File: config.mk
export PLATFORM = sky130hd
export DESIGN_NAME = key_event
export DESIGN_NICKNAME = d
export VERILOG_FILES = /design/src/rtl/key_event.sv
export SDC_FILE = /design/constraint.sdc
export NUM_CORES = 1
export LEC_CHECK = 0
export ABC_AREA = 1
export CORE_MARGIN = 2
export CORE_UTILIZATION = 47
export DETAILED_ROUTE_END_ITERATION = 10
export PLACE_DENSITY = 0.77
export SYNTH_ARGS = -nofsm -noshare
export SYNTH_HDL_FRONTEND = slang
export SYNTH_SLANG_ARGS = --single-unit
export TNS_END_PERCENT = 1
File: constraint.sdc
create_clock -name clk -period 3.3 [get_ports clk]
set_clock_uncertainty 0.15 [all_clocks]
set_input_delay 0.66 -clock clk [delete_from_list [all_inputs] [get_ports clk]]
set_output_delay 0.66 -clock clk [all_outputs]
set_load 0.01 [all_outputs]
File: src/rtl/key_event.sv
// Key event classifier: turns filtered press/release pulses and the refclk tick
// into short, long, repeat and double-click 1-clk event pulses.
module key_event #(
  parameter int CW = 16
) (
  input  logic          clk,
  input  logic          rst,
  input  logic          en,
  input  logic          refclk,
  input  logic          act_edge,
  input  logic          inact_edge,
  input  logic          dbl_en,
  input  logic          rpt_en,
  input  logic [CW-1:0] long_th,
  input  logic [CW-1:0] rpt_iv,
  input  logic [CW-1:0] dbl_win,
  output logic          ev_short,
  output logic          ev_long,
  output logic          ev_repeat,
  output logic          ev_double,
  output logic          busy
);

  localparam logic [2:0] IDLE   = 3'd0;
  localparam logic [2:0] PRESS  = 3'd1;
  localparam logic [2:0] LONG   = 3'd2;
  localparam logic [2:0] WAIT2  = 3'd3;
  localparam logic [2:0] PRESS2 = 3'd4;

  logic [2:0]    state, nxt;
  logic [CW-1:0] cnt, cnt_nxt;
  logic          cnt_clr;
  logic          act, inact;
  logic          long_exp, rpt_exp, dbl_exp;
  logic          s_nxt, l_nxt, r_nxt, d_nxt;

  // Threshold of 0 behaves as 1; compare at CW+1 bits so cnt+1 never wraps.
  function automatic logic reached(input logic [CW-1:0] c, input logic [CW-1:0] th);
    logic [CW:0] eff;
    eff = (th == '0) ? (CW+1)'(1) : {1'b0, th};
    return ({1'b0, c} + (CW+1)'(1)) >= eff;
  endfunction

  always_comb begin
    nxt      = state;
    cnt_clr  = 1'b0;
    s_nxt    = 1'b0;
    l_nxt    = 1'b0;
    r_nxt    = 1'b0;
    d_nxt    = 1'b0;
    act      = act_edge & ~inact_edge;
    inact    = inact_edge & ~act_edge;
    long_exp = refclk && reached(cnt, long_th);
    rpt_exp  = refclk && reached(cnt, rpt_iv);
    dbl_exp  = refclk && reached(cnt, dbl_win);
    case (state)
      IDLE: if (act) nxt = PRESS;
      PRESS: begin
        if (long_exp) begin
          nxt   = LONG;
          l_nxt = 1'b1;
        end else if (inact) begin
          if (dbl_en) nxt = WAIT2;
          else begin
            nxt   = IDLE;
            s_nxt = 1'b1;
          end
        end
      end
      LONG: begin
        // Release takes precedence over a repeat falling in the same cycle.
        if (inact) nxt = IDLE;
        else if (rpt_en && rpt_exp) begin
          r_nxt   = 1'b1;
          cnt_clr = 1'b1;
        end
      end
      WAIT2: begin
        if (!dbl_en) begin
          nxt   = IDLE;
          s_nxt = 1'b1;
        end else if (act) nxt = PRESS2;
        else if (dbl_exp) begin
          nxt   = IDLE;
          s_nxt = 1'b1;
        end
      end
      PRESS2: begin
        if (long_exp) begin
          nxt   = LONG;
          s_nxt = 1'b1;
          l_nxt = 1'b1;
        end else if (inact) begin
          nxt   = IDLE;
          d_nxt = 1'b1;
        end
      end
      default: nxt = IDLE;
    endcase
    if (!en) begin
      nxt   = IDLE;
      s_nxt = 1'b0;
      l_nxt = 1'b0;
      r_nxt = 1'b0;
      d_nxt = 1'b0;
    end
  end

  always_comb begin
    cnt_nxt = cnt;
    if (!en || (nxt != state) || cnt_clr) cnt_nxt = '0;
    else if (refclk && (cnt != '1)) cnt_nxt = cnt + 1'b1;
  end

  always_ff @(posedge clk) begin
    if (rst) begin
      state     <= IDLE;
      cnt       <= '0;
      ev_short  <= 1'b0;
      ev_long   <= 1'b0;
      ev_repeat <= 1'b0;
      ev_double <= 1'b0;
      busy      <= 1'b0;
    end else begin
      state     <= nxt;
      cnt       <= cnt_nxt;
      ev_short  <= s_nxt;
      ev_long   <= l_nxt;
      ev_repeat <= r_nxt;
      ev_double <= d_nxt;
      busy      <= (nxt != IDLE);
    end
  end

endmodule

After elaboration in Yosys (flattened, before gate mapping)
Index checks and enable logic that the tools add are counted.
- add/sub/neg operators: 2
- order comparisons: 3
- eq/ne operators: 6
- muxes and demuxes: 26
- bitwise gates (word level): 7
- reduce and logical (&&, ||, !) cells: 18
- operator list (cell ; count):
    >= comparator 17 x 16 -> 1 bit ; 3
    logical NOT 16 bit ; 3
    two-way mux 16 bit ; 3
    two-way mux 3 bit ; 9
    adder 16 x 1 -> 17 bit (second input constant) ; 1
    adder 16 x 1 -> 16 bit (second input constant) ; 1
    inequality test 16 bit (second input constant) ; 1
    case mux 3 bit (5 select lines) ; 1
    two-way mux 1 bit ; 11
    == test 3 x 2 -> 1 bit (second input constant) ; 2
    OR reduction 2 bit ; 3
    logical AND 1 bit ; 5
    NOT 1 bit ; 5
    OR reduction 4 bit ; 1
    == test 3 x 1 -> 1 bit (second input constant) ; 1
    == test 3 bit (second input constant) ; 1
    logical NOT 3 bit ; 1
    inequality test 3 bit ; 1
    case mux 1 bit (3 select lines) ; 1
    nonzero test 3 bit ; 1
    OR reduction 3 bit ; 1
    bitwise AND 1 bit ; 2
    logical OR 1 bit ; 2
    two-way mux 2 bit ; 1
    logical NOT 1 bit ; 1
- bits in registers: 24
- input port bits: 56
- word-level logic and storage cells: 69

Depth between registers and ports, before layout
Gate-level depths: netlist (run 1).
- depth after elaboration: 13
- mapped depth: 27
- mapped depth without buffers: 26

Worst setup path after synthesis (run 1)
OpenSTA, ideal clock, no wires.
- path kind: reg2reg
- start point: register cnt[0]
- end point: register cnt[10]
- setup time: 0.124 ns
- arrival: 3.117 ns
- setup slack: -0.091 ns
- cell stages (with the launch flop): 25
- path buffers: 1
- clock period less this slack: 3.391 ns
- path through: dfxtp_1 > nand3_1 > nor2_1 > inv_1 > nor3_1 > inv_1 > nor2_1 > nand2_1 > nor3_1 > xor2_1 > ha_1 > nand4_1 > nor4_1 > nand2_1 > nand3_2 > nand2_4 > nand2_1 > nand2_1 > nand2_1 > nand2_2 > nand2_1 > nand2_1 > nand3_4 > buf_8 > nor2_4
- word-level cells in the longest chain between the ends: 12
- elaborated cells between the ends (all ways): 25
- classes of those cells: add/sub: 2; order compare: 3; eq/ne: 2; mux: 10; reduce/logical: 8
- ends and longest elaborated chain (element ; RTL line ; RTL):
    from (decl) ; 31 ; logic [CW-1:0] cnt, cnt_nxt;
    from (signal assigned) ; 126 ; cnt <= cnt_nxt;
    adder 16 x 1 -> 17 bit ; 41 ; return ({1'b0, c} + (CW+1)'(1)) >= eff;
    >= comparator 17 x 16 -> 1 bit ; 41 ;
    logical AND 1 bit ; 55 ; dbl_exp = refclk && reached(cnt, dbl_win);
    two-way mux 3 bit ; 83 ; else if (dbl_exp) begin
    two-way mux 3 bit ; 82 ; end else if (act) nxt = PRESS2;
    two-way mux 3 bit ; 79 ; if (!dbl_en) begin
    case mux 3 bit (5 select lines) ; 56 ; case (state)
    two-way mux 3 bit ; 100 ; if (!en) begin
    inequality test 3 bit ; 111 ; if (!en || (nxt != state) || cnt_clr) cnt_nxt = '0;
    logical OR 1 bit (2 in series) ; 111 ;
    OR reduction 2 bit (no source line) ; -- ;
Parallel ways exist; a longest one is shown, timed or not.
A chain may end at the register's enable or synchronous reset.

Worst setup path after layout (run 1)
- start point: register cnt[0]
- end point: register cnt[4]
Same word-level chain as after synthesis.

==> impl_summary.log, run 1 <==
INFO  metric status = finished, violations left
INFO  metric violations = negative setup slack
INFO  metric port_buffers = 60
INFO  metric final_max_slew_viol_count = 0
INFO  metric detail_route.first_pass.iterations = 7
INFO  metric avgViaCountPerCell = between 5 and 6
INFO  metric synth-seq-cells = 24
INFO  metric h-tree-depth = 1
INFO  metric clock_sinks = 24
INFO  metric n_antenna_cell = 0
INFO  metric floorplan.initialDensity = 0.487
INFO  metric share_of_total_power_in_sequential_cells = 0.343
INFO  metric fp.dieH = roughly 83 um
INFO  metric final_period_minus_worst_setup_slack = 3.68 ns
INFO  metric tightestPinTransition = around 0.48 ns
INFO  metric setup_repair_after_global_routing_missed_its_margin = true
INFO  metric postLayoutSetupSlackWorst = -0.378 ns
INFO  metric initialDrtViolationCount = approximately 270
INFO  metric achievable-frequency = around 270 MHz
INFO  metric antenna_violating_nets_post_route = 0
INFO  metric finalHoldViolCount = 0
INFO  metric grt_pass1_vias = ~3400
INFO  metric p_clk_frac = 0.306
INFO  metric grt_max_degree = 16
INFO  metric synthArstFlopShare = 0
INFO  metric synth_warnings = 0
INFO  metric highest_count_cells_in_the_layout_ignoring_fill_and_taps = inv_1, buf_4, nand2_1
INFO  metric cpLargestDelayFamily = simple AND/OR/NAND/NOR gates
INFO  metric yosys.area.top_type_share = 0.211
INFO  metric dieArea = roughly 6800 sq um
INFO  metric die_width = about 83 um
INFO  metric min_period_over_period = 1.11
INFO  metric dpl.hpwl = between 6 and 7 mm
INFO  metric worstPathRequired = 3.37 ns
INFO  metric synthFlopType = dfxtp_1
INFO  metric ctsLongestPathBuffers = 2
INFO  metric clockRootBuffer = clkbuf_8
INFO  metric crit_path_end_kind = register
INFO  metric fin_util = 0.779
INFO  metric yosys-top-cells-area = ha_1, dfxtp_1, inv_1
INFO  metric global_route_wire_length_before_repair = approximately 15 mm
INFO  metric clkLatencyLatePin = about 0.27 ns
INFO  metric slew_headroom = 0.676
INFO  metric vdd_drop_max = between 200 and 300 uV
INFO  metric p_total = 0.872 mW
INFO  metric post_synth_instance_area = just under 3000 sq um
INFO  metric setup-violations-final = 18
INFO  metric power_report.internal_total = between 0.6 and 0.7 mW
INFO  metric synth_cell_types = 36
INFO  metric power_density = roughly 190 nW/um^2
INFO  metric comb_power_share = 0.351
INFO  metric criticalPathCategory = reg -> reg
INFO  metric cts_tree = yes
INFO  metric cts_inserted_buffers = 3
INFO  metric overflow = 0
INFO  metric startpoint_class_of_the_critical_path = register
INFO  metric final_net_count = between 600 and 700
INFO  metric syn-mean-instance-area = ~6.7 sq um
INFO  metric switchingPower = between 0.2 and 0.3 mW
INFO  metric post_drt_wl_per_cell = roughly 16 um
INFO  metric detail_route.drc_violations = 0
INFO  metric critPathSlowestCell = dfxtp_2
INFO  metric gp_routability_congestion = between 0.8 and 0.9
INFO  metric critPathBufInv = 8
INFO  metric final_common_cell = inv_1
INFO  metric maxCapViolations = 0
INFO  metric grt_antenna_before_repair = 0
INFO  metric flow.area_growth_from_synthesis = 59.9%
INFO  metric wl = roughly 10 mm
INFO  metric yosysSeqAreaShare = 0.166
INFO  metric p_leak = 2.40 nW
INFO  metric cp_arrival = around 3.8 ns
INFO  metric core_region = 5960 sq um
INFO  metric cts-hold-fix-buffers = 0
INFO  metric postSynthNetCount = 537
INFO  metric worstHoldPathType = reg -> reg
INFO  metric fraction_of_layout_instances_using_a_drive_strength_above_1 = 0.314
INFO  metric syn-instance-count = around 430
INFO  metric num_vias = 3522
INFO  metric groute.usage.overall = 0.284
INFO  metric synth-edff-count = 0
INFO  metric pin_count = between 60 and 70
INFO  metric most_repeated_library_cell_on_the_critical_path = buf_4
INFO  metric clk_pin_slew_worst_paths = roughly 0.090 ns
INFO  metric worst_path_largest_cell_delay = between 0.3 and 0.4 ns
INFO  metric sw_frac_of_total = 0.300
INFO  metric critical_path.max_fanout = 7
INFO  metric synth_top_area_cell = ha_1
INFO  metric core.rowCount = 28
==> power by group through the flow <==
stage	registers [mW]	logic [mW]	clock network, mW
after global placement	0.305	0.244	0
after global routing	0.300	0.330	0.276
after detailed placement	0.305	0.252	0
after floorplan	0.305	0.120	0
after CTS	0.298	0.270	0.268
final	0.299	0.306	0.267
==> synth_stat cells, types with 2 or more instances <==
master     n
nor2_4    11
inv_1     89
nand3_2    2
nand4_1   10
a41o_1     3
a21oi_1   23
dfxtp_1   24
nor2_1    36
nand3_1   10
nand2_1   76
or2_2      2
nor2_2     4
nor3_1    12
inv_2      4
ha_1      49
xor2_1    12
nor4_1    18
clkbuf_1   2
and3_1     2
nand2_2    6
o21ai_0   18
mux2i_1    5
==> cell type report <==
cell class                      instances  area [sq um]
Tap cell                               75          93.8
Multi-Input combinational cell        311          2390
Fill cell                             423          1320
Inverter                               93           349
Sequential cell                        24           484
Timing Repair Buffer                  138          1250
Clock buffer                            3          41.3
Clock inverter                          1          30.0
==> flip-flops by register name, summed over array words and instances, names as in the netlist <==
| signal | cells |
|---|---|
| busy | 1 |
| cnt | 16 |
| ev_double | 1 |
| ev_long | 1 |
| ev_repeat | 1 |
| ev_short | 1 |
| state | 3 |
==> metrics by stage <==
| stage | instance area [sq um] | setup TNS [ns] | setup slack, ns | cells | hold slack (ns) |
|---|---|---|---|---|---|
| 3_5_place_dp | 4000 | -7.11 | -0.455 | 616 | 0.412 |
| 4_1_cts | 4370 | -3.68 | -0.240 | 639 | 0.442 |
| 2_1_floorplan | 2910 | 0 | 0.0109 | 432 | 0.358 |
| 3_3_place_gp | 4000 | -5.91 | -0.364 | 616 | 0.385 |
| 5_1_grt | 4640 | -9.74 | -0.589 | 645 | 0.507 |
| 6_report | 4640 | -5.64 | -0.378 | 645 | 0.473 |
==> metal layers <==
metal / wire length, um / GRT usage / vias to the layer above
met4: 366 / 0.0984 / 0
met1: 4220 / 0.346 / 1598
li1: - / - / 1696
met3: 678 / 0.0380 / 49
met5: 0 / 0 / -
met2: 5190 / 0.510 / 179
==> timing repair <==
item	in CTS	in global routing
resized for setup	36	51
cloned	1	0
endpoints found under the setup margin	21	24
pin swaps	22	27
setup buffers	19	6
==> cell families (layout without fill, tap and decap cells) <==
| kind of cell | Yosys count | after routing | synth area share |
|---|---|---|---|
| buf+inv | 97 | 235 | 0.131 |
| mux | 5 | 5 | 0.0172 |
| compound gates | 53 | 53 | 0.104 |
| simple gates | 192 | 192 | 0.335 |
| fa+ha+maj | 49 | 49 | 0.211 |
| xor+xnor | 12 | 12 | 0.0362 |
| flops | 24 | 24 | 0.166 |
==> worst register-to-register path, cell delays in order, from the launching register on <==
cell     delay (ns)
dfxtp_2        0.37
nand3_4        0.10
buf_4          0.15
buf_4          0.12
buf_4          0.12
buf_4          0.13
buf_4          0.12
buf_4          0.12
nand2_1        0.05
nand2_1        0.06
inv_2          0.13
ha_1           0.27
nand2_1        0.13
o21ai_0        0.16
a21oi_2        0.17
nor2_2         0.05
nor2_2         0.15
nand3_2        0.12
nand2_4        0.10
nand2_2        0.06
nand2_2        0.06
nand2_2        0.05
nand2_1        0.07
nand2_1        0.06
nor2_2         0.13
nand3_4        0.15
buf_12         0.19
nor2_4         0.09
==> path summary, 6_finish.rpt <==
check                                          from                   end  slack [ns]  cells past startpoint
worst min-delay path            state[2]$_SDFF_PP0_  ev_double$_SDFF_PP0_        0.47                      2
worst min register to register  state[2]$_SDFF_PP0_  ev_double$_SDFF_PP0_        0.47                      2
worst max-delay path            cnt[0]$_SDFFE_PP0P_   cnt[4]$_SDFFE_PP0P_       -0.38                     27
worst max register to register  cnt[0]$_SDFFE_PP0P_   cnt[4]$_SDFFE_PP0P_       -0.38                     27
Power figures use the tool's default switching activity.
==> run 2: changes to the inputs <==
--- a/config.mk
+++ b/config.mk
@@ -7,9 +7,11 @@
 export LEC_CHECK = 0
 export ABC_AREA = 1
 export CORE_MARGIN = 2
-export CORE_UTILIZATION = 47
+export CORE_UTILIZATION = 48
+export CTS_BUF_LIST = sky130_fd_sc_hd__clkbuf_8
 export DETAILED_ROUTE_END_ITERATION = 10
-export PLACE_DENSITY = 0.77
+export PLACE_DENSITY = 0.79
+export RECOVER_POWER = 25
 export SYNTH_ARGS = -nofsm -noshare
 export SYNTH_HDL_FRONTEND = slang
 export SYNTH_SLANG_ARGS = --single-unit
==> impl_summary.log, run 2 (synthesis results as in run 1) <==
INFO  metric status = finished, violations left (unchanged)
INFO  metric violations = negative setup slack (unchanged)
INFO  metric switchingPower = 0.238 mW (was 0.261 mW)
INFO  metric postLayoutSetupSlackWorst = -0.251 ns (was -0.378 ns)
INFO  metric dp_worst_setup_slack = -0.493 ns (was -0.455 ns)
INFO  metric max_flop_register = cnt (unchanged)
INFO  metric grt_pass1_vias = 3045 (was 3435)
INFO  metric grt_max_degree = 16 (unchanged)
INFO  metric vdd_drop_max = 156 uV (was 298 uV)
INFO  metric global_route_wire_length_before_repair = 13.3 mm (was 14.9 mm)
INFO  metric comb_power_share = 0.360 (was 0.351)
INFO  metric tightestPinTransition = 0.576 ns (was 0.484 ns)
INFO  metric clock_sinks = 24 (unchanged)
INFO  metric place_inst = 613 (was 616)
INFO  metric p_clk_frac = 0.258 (was 0.306)
INFO  metric clkLatencyLatePin = 0.27 ns (about the same)
INFO  metric layout_top_registers = cnt x16, state x3 (unchanged)
INFO  metric ctsLongestPathBuffers = 2 (unchanged)
INFO  metric die_width = 81.8 um (was 82.6 um)
INFO  metric power_density = 178 nW/um^2 (was 188 nW/um^2)
INFO  metric achievable-frequency = 282 MHz (was 272 MHz)
INFO  metric largest_register_ffs = 16 (unchanged)
INFO  metric fraction_of_layout_instances_using_a_drive_strength_above_1 = 0.257 (was 0.314)
INFO  metric groute.usage.overall = 0.254 (was 0.284)
INFO  metric core_region = 5890 sq um (was 5960 sq um)
INFO  metric setup-violations-final = 16 (was 18)
INFO  metric floorplan.initialDensity = 0.493 (was 0.487)
INFO  metric wl = 9.15 mm (was 10.5 mm)
INFO  metric flow.area_growth_from_synthesis = 51.8% (was 59.9%)
INFO  metric setup_repair_after_global_routing_missed_its_margin = true (unchanged)
INFO  metric n_antenna_cell = 0 (unchanged)
INFO  metric worst_path_largest_cell_delay = 0.37 ns (about the same)
INFO  metric criticalPathCategory = reg -> reg (unchanged)
INFO  metric final_common_cell = inv_1 (unchanged)
INFO  metric dieArea = 6680 sq um (was 6820 sq um)
INFO  metric cts_inserted_buffers = 3 (unchanged)
INFO  metric fin_cells = 624 (was 645)
INFO  metric final_period_minus_worst_setup_slack = 3.55 ns (was 3.68 ns)
INFO  metric clockRootBuffer = clkbuf_8 (unchanged)
INFO  metric most_repeated_library_cell_on_the_critical_path = nand2_2 (was buf_4)
INFO  metric maxCapViolations = 0 (unchanged)
INFO  metric cts-hold-fix-buffers = 0 (unchanged)
INFO  metric clk_pin_slew_worst_paths = 0.09 ns (about the same)
INFO  metric sw_frac_of_total = 0.304 (was 0.300)
INFO  metric detail_route.drc_violations = 0 (unchanged)
INFO  metric worstHoldPathType = reg -> reg (unchanged)
INFO  metric share_of_total_power_in_sequential_cells = 0.382 (was 0.343)
INFO  metric highest_count_cells_in_the_layout_ignoring_fill_and_taps = inv_1, nand2_1, clkdlybuf4s50_1 (was inv_1, buf_4, nand2_1)
INFO  metric detail_route.first_pass.iterations = 4 (was 7)
INFO  metric power_report.internal_total = 0.544 mW (was 0.611 mW)
INFO  metric post_drt_wl_per_cell = 14.7 um (was 16.2 um)
INFO  metric num_vias = 3329 (was 3522)
INFO  metric slew_headroom = 0.613 (was 0.676)
INFO  metric startpoint_class_of_the_critical_path = register (unchanged)
INFO  metric pin_count = 61 (unchanged)
INFO  metric p_leak = 2.30 nW (was 2.40 nW)
INFO  metric grt_antenna_before_repair = 0 (unchanged)
INFO  metric cts_tree = yes (unchanged)
INFO  metric critical_path.max_fanout = 4 (was 7)
INFO  metric gp_routability_congestion = 0.888 (was 0.855)
INFO  metric final_max_slew_viol_count = 0 (unchanged)
INFO  metric dpl.hpwl = 6.36 mm (was 6.69 mm)
INFO  metric critPathSlowestCell = dfxtp_4 (was dfxtp_2)
INFO  metric port_buffers = 60 (unchanged)
INFO  metric fp.dieH = 81.8 um (was 82.6 um)
INFO  metric final_net_count = 655 (was 676)
INFO  metric worstPathRequired = 3.36 ns (was 3.37 ns)
INFO  metric core.rowCount = 28 (unchanged)
INFO  metric crit_path_end_kind = register (unchanged)
INFO  metric initialDrtViolationCount = 191 (was 269)
INFO  metric finalHoldViolCount = 0 (unchanged)
INFO  metric h-tree-depth = 1 (unchanged)
INFO  metric min_period_over_period = 1.08 (was 1.11)
INFO  metric cp_arrival = 3.61 ns (was 3.75 ns)
INFO  metric overflow = 0 (unchanged)
INFO  metric antenna_violating_nets_post_route = 0 (unchanged)
INFO  metric fin_tns_setup = -3.69 ns (was -5.64 ns)
INFO  metric avgViaCountPerCell = 5.33 (was 5.46)
run 2: power groups by stage:
| stage | clock network [mW] | logic, mW | registers (mW) |
|---|---|---|---|
| floorplan | 0 | 0.120 | 0.305 |
| global placement | 0 | 0.240 | 0.305 |
| detailed placement | 0 | 0.248 | 0.305 |
| CTS | 0.201 | 0.254 | 0.298 |
| global route | 0.213 | 0.308 | 0.299 |
| finish | 0.202 | 0.281 | 0.299 |
run 2: repair_timing:
item,CTS,global route
pin swaps,8,19
cloned,0,1
buffers inserted,3,3
resized for setup,21,46
setup endpoints to repair,24,24
run 2: cell type report:
class                           instances  area (sq um)
Fill cell                             426          1480
Clock buffer                            4          55.1
Multi-Input combinational cell        311          2340
Tap cell                               75          93.8
Sequential cell                        24           488
Timing Repair Buffer                  117          1080
Inverter                               93           349
run 2: critical path: cells and delay by family, from the launching register on:
family,cells,cell delay [ns]
fa+ha+maj,1,0.20
buf+inv,6,0.66
simple gates,20,1.83
xor+xnor,1,0.25
flops,1,0.37
run 2: metrics by stage:
stage / util / cell area, sq um / total power, mW / hold WS (ns)
2_1_floorplan: - / 2910 / 0.425 / 0.358
3_3_place_gp: 0.675 / 3970 / 0.545 / 0.388
3_5_place_dp: 0.675 / 3970 / 0.553 / 0.401
4_1_cts: 0.707 / 4160 / 0.754 / 0.426
5_1_grt: 0.749 / 4410 / 0.820 / 0.479
6_report: 0.749 / 4410 / 0.782 / 0.432
run 2: metal layers:
layer | global-route usage | routed length, um
met1 | 0.320 | 3700
met2 | 0.444 | 4650
met3 | 0.0352 | 576
met4 | 0.0817 | 224
met5 | 0 | 0
run 2: path summary, 6_finish.rpt:
path	startpoint	to	slack, ns	cells past startpoint
max reg2reg	cnt[0]$_SDFFE_PP0P_	cnt[14]$_SDFFE_PP0P_	-0.25	28
min reg2reg	cnt[11]$_SDFFE_PP0P_	cnt[11]$_SDFFE_PP0P_	0.43	2
max	cnt[0]$_SDFFE_PP0P_	cnt[14]$_SDFFE_PP0P_	-0.25	28
min	cnt[11]$_SDFFE_PP0P_	cnt[11]$_SDFFE_PP0P_	0.43	2
==> run 3: changes to the inputs <==
--- a/config.mk
+++ b/config.mk
@@ -7,10 +7,12 @@
 export LEC_CHECK = 0
 export ABC_AREA = 1
 export CORE_MARGIN = 2
-export CORE_UTILIZATION = 48
+export CORE_UTILIZATION = 50
 export CTS_BUF_LIST = sky130_fd_sc_hd__clkbuf_8
 export DETAILED_ROUTE_END_ITERATION = 10
-export PLACE_DENSITY = 0.79
+export DONT_BUFFER_PORTS = 1
+export GPL_TIMING_DRIVEN = 0
+export PLACE_DENSITY = 0.68
 export RECOVER_POWER = 25
 export SYNTH_ARGS = -nofsm -noshare
 export SYNTH_HDL_FRONTEND = slang
==> impl_summary.log, run 3 (synthesis results as in run 1) <==
INFO  metric die_width = 80.2 um (was 81.8 um)
INFO  metric maxCapViolations = 0 (unchanged)
INFO  metric achievable-frequency = 288 MHz (was 282 MHz)
INFO  metric core.rowCount = 27 (was 28)
INFO  metric final_period_minus_worst_setup_slack = 3.48 ns (was 3.55 ns)
INFO  metric final_cell_area = 3240 sq um (was 4410 sq um)
INFO  metric floorplan.initialDensity = 0.524 (was 0.493)
INFO  metric global_route_wire_length_before_repair = 12.0 mm (was 13.3 mm)
INFO  metric setup-violations-final = 16 (unchanged)
INFO  metric critical_path.max_fanout = 10 (was 4)
INFO  metric reg2regPathDepth = 25 (was 28)
INFO  metric fraction_of_layout_instances_using_a_drive_strength_above_1 = 0.155 (was 0.257)
INFO  metric dieArea = 6430 sq um (was 6680 sq um)
INFO  metric initialDrtViolationCount = 102 (was 191)
INFO  metric clock_sinks = 24 (unchanged)
INFO  metric holdPathEnd = state[1]$_SDFF_PP0_ (was cnt[11]$_SDFFE_PP0P_)
INFO  metric overflow = 0 (unchanged)
INFO  metric fillCellCount = 554 (was 426)
INFO  metric setup_repair_after_global_routing_missed_its_margin = true (unchanged)
INFO  metric port_buffers = 0 (was 60)
INFO  metric clockRootBuffer = clkbuf_8 (unchanged)
INFO  metric met1Wirelength = 3.20 mm (was 3.70 mm)
INFO  metric multiInputGateArea = 2160 sq um (was 2340 sq um)
INFO  metric met3_layer_wire_length_in_the_routed_design = 370 um (was 576 um)
INFO  metric grt_max_degree = 13 (was 16)
INFO  metric power_density = 196 nW/um^2 (was 178 nW/um^2)
INFO  metric cp_arrival = 3.48 ns (was 3.61 ns)
INFO  metric worst-r2r-setup-slack = -0.18 ns (was -0.25 ns)
INFO  metric flow.area_growth_from_synthesis = 11.7% (was 51.8%)
INFO  metric slew_headroom = 0.622 (was 0.613)
INFO  metric n_antenna_cell = 0 (unchanged)
INFO  metric avgViaCountPerCell = 5.40 (was 5.33)
INFO  metric max_flop_register = cnt (unchanged)
INFO  metric min_path_cells = 1 (was 2)
INFO  metric p_leak = 1.78 nW (was 2.30 nW)
INFO  metric pin_count = 61 (unchanged)
INFO  metric crit_path_end_kind = register (unchanged)
INFO  metric criticalPathCategory = reg -> reg (unchanged)
INFO  metric num_vias = 2792 (was 3329)
INFO  metric post_drt_wl_per_cell = 13.8 um (was 14.7 um)
INFO  metric grt_antenna_before_repair = 0 (unchanged)
INFO  metric cts_tree = yes (unchanged)
INFO  metric hold_slack = 0.302 ns (was 0.432 ns)
INFO  metric fin_tns_setup = -2.50 ns (was -3.69 ns)
INFO  metric detail_route.drc_violations = 0 (unchanged)
INFO  metric clkLatencyLatePin = 0.27 ns (about the same)
INFO  metric startpoint_class_of_the_critical_path = register (unchanged)
INFO  metric detail_route.first_pass.iterations = 4 (unchanged)
INFO  metric clk_pin_slew_worst_paths = 0.08 ns (was 0.09 ns)
INFO  metric gp_routability_congestion = 0.868 (was 0.888)
INFO  metric h-tree-depth = 1 (unchanged)
INFO  metric tightestPinTransition = 0.562 ns (was 0.576 ns)
INFO  metric largest_register_ffs = 16 (unchanged)
INFO  metric dpl.hpwl = 5.96 mm (was 6.36 mm)
INFO  metric vdd_drop_max = 112 uV (was 156 uV)
INFO  metric status = finished, violations left (unchanged)
INFO  metric ctsLongestPathBuffers = 2 (unchanged)
INFO  metric violations = negative setup slack (unchanged)
INFO  metric grt_pass1_vias = 2761 (was 3045)
INFO  metric worstHoldPathType = in -> reg (was reg -> reg)
INFO  metric layout_top_registers = cnt x16, state x3 (unchanged)
INFO  metric final_net_count = 552 (was 655)
INFO  metric final_max_slew_viol_count = 0 (unchanged)
INFO  metric startpoint_of_the_tightest_hold_check_path = rst (was cnt[11]$_SDFFE_PP0P_)
INFO  metric timing.rr.start = cnt[0]$_SDFFE_PP0P_ (unchanged)
INFO  metric p_total = 0.636 mW (was 0.782 mW)
INFO  metric finalHoldViolCount = 0 (unchanged)
INFO  metric final_common_cell = inv_1 (unchanged)
INFO  metric fin_cells = 517 (was 624)
INFO  metric min_period_over_period = 1.05 (was 1.08)
INFO  metric groute.usage.overall = 0.236 (was 0.254)
INFO  metric cts-hold-fix-buffers = 0 (unchanged)
INFO  metric postLayoutSetupSlackWorst = -0.176 ns (was -0.251 ns)
INFO  metric cts_inserted_buffers = 3 (unchanged)
INFO  metric highest_layer = met4 (unchanged)
INFO  metric antenna_violating_nets_post_route = 0 (unchanged)
INFO  metric core_region = 5540 sq um (was 5890 sq um)
INFO  metric wl = 7.13 mm (was 9.15 mm)
INFO  metric met2_length = 3.46 mm (was 4.65 mm)
INFO  metric worstPathRequired = 3.31 ns (was 3.36 ns)
INFO  metric standard_cell_area_after_detailed_placement = 3000 sq um (was 3970 sq um)
INFO  metric area.sequential = 487 sq um (was 488 sq um)
INFO  metric place_inst = 504 (was 613)
INFO  metric highest_count_cells_in_the_layout_ignoring_fill_and_taps = inv_1, nand2_1, ha_1 (was inv_1, nand2_1, clkdlybuf4s50_1)
INFO  metric fp.dieH = 80.2 um (was 81.8 um)
INFO  metric timing.rr.end = cnt[12]$_SDFFE_PP0P_ (was cnt[14]$_SDFFE_PP0P_)
==> run 3: repair_timing <==
item / CTS / global route
resized for setup: 17 / 10
buffers inserted: 8 / 2
pin swaps: 4 / 3
endpoints found under the setup margin: 24 / 20
==> run 3: final cells by class <==
type,count,share of cell area
Tap cell,72,0.0278
Buffer,4,0.0108
Sequential cell,24,0.150
Timing Repair Buffer,10,0.0232
Multi-Input combinational cell,311,0.668
Inverter,93,0.108
Clock buffer,3,0.0127
==> run 3: where the power goes <==
part	switching, mW	internal, mW	leakage [nW]
logic	0.0974	0.0626	1.56
registers	0.00494	0.294	0.196
clock network	0.0946	0.0819	0.0216
total	0.197	0.439	1.78
==> run 3: worst max-delay path by stage <==
| stage | cells after the start | to | slack, ns | startpoint |
|---|---|---|---|---|
| floorplan | 26 | cnt[6]$_SDFFE_PP0P_ | 0.01 | cnt[2]$_SDFFE_PP0P_ |
| global placement | 20 | cnt[6]$_SDFFE_PP0P_ | -0.63 | cnt[0]$_SDFFE_PP0P_ |
| detailed placement | 23 | cnt[12]$_SDFFE_PP0P_ | -0.67 | cnt[0]$_SDFFE_PP0P_ |
| CTS | 21 | cnt[12]$_SDFFE_PP0P_ | -0.22 | cnt[0]$_SDFFE_PP0P_ |
| global route | 25 | cnt[1]$_SDFFE_PP0P_ | -0.45 | cnt[0]$_SDFFE_PP0P_ |
| finish | 25 | cnt[12]$_SDFFE_PP0P_ | -0.18 | cnt[0]$_SDFFE_PP0P_ |
==> run 3: worst max-delay path, stage by stage (launching register included) <==
cell and delay [ns]:
dfxtp_4 0.37, nand3_1 0.08, nor2_1 0.14, inv_1 0.09, nor3_2 0.14, inv_1 0.11, nor2_4 0.12, nand2_2 0.10
nor3_4 0.16, xor2_2 0.11, buf_4 0.16, ha_1 0.31, nand3_2 0.09, nor3_1 0.16, nand2_1 0.08, nand3_1 0.08
nand2_2 0.07, a21oi_1 0.16, nand2_2 0.09, nand2_2 0.08, nand2_1 0.05, nand2_1 0.08, nor2_2 0.05, nand3_4 0.10
buf_12 0.18, nor2_4 0.04
==> run 3: through the flow <==
stage | util | setup slack (ns)
5_1_grt | 0.585 | -0.452
2_1_floorplan | - | 0.0109
3_5_place_dp | 0.541 | -0.668
3_3_place_gp | 0.541 | -0.628
6_report | 0.585 | -0.176
4_1_cts | 0.575 | -0.222
==> run 3: metal layers <==
metal / vias up / GRT usage
met5: - / 0
li1: 1434 / -
met4: 0 / 0.0576
met3: 9 / 0.0236
met1: 1269 / 0.304
met2: 80 / 0.419
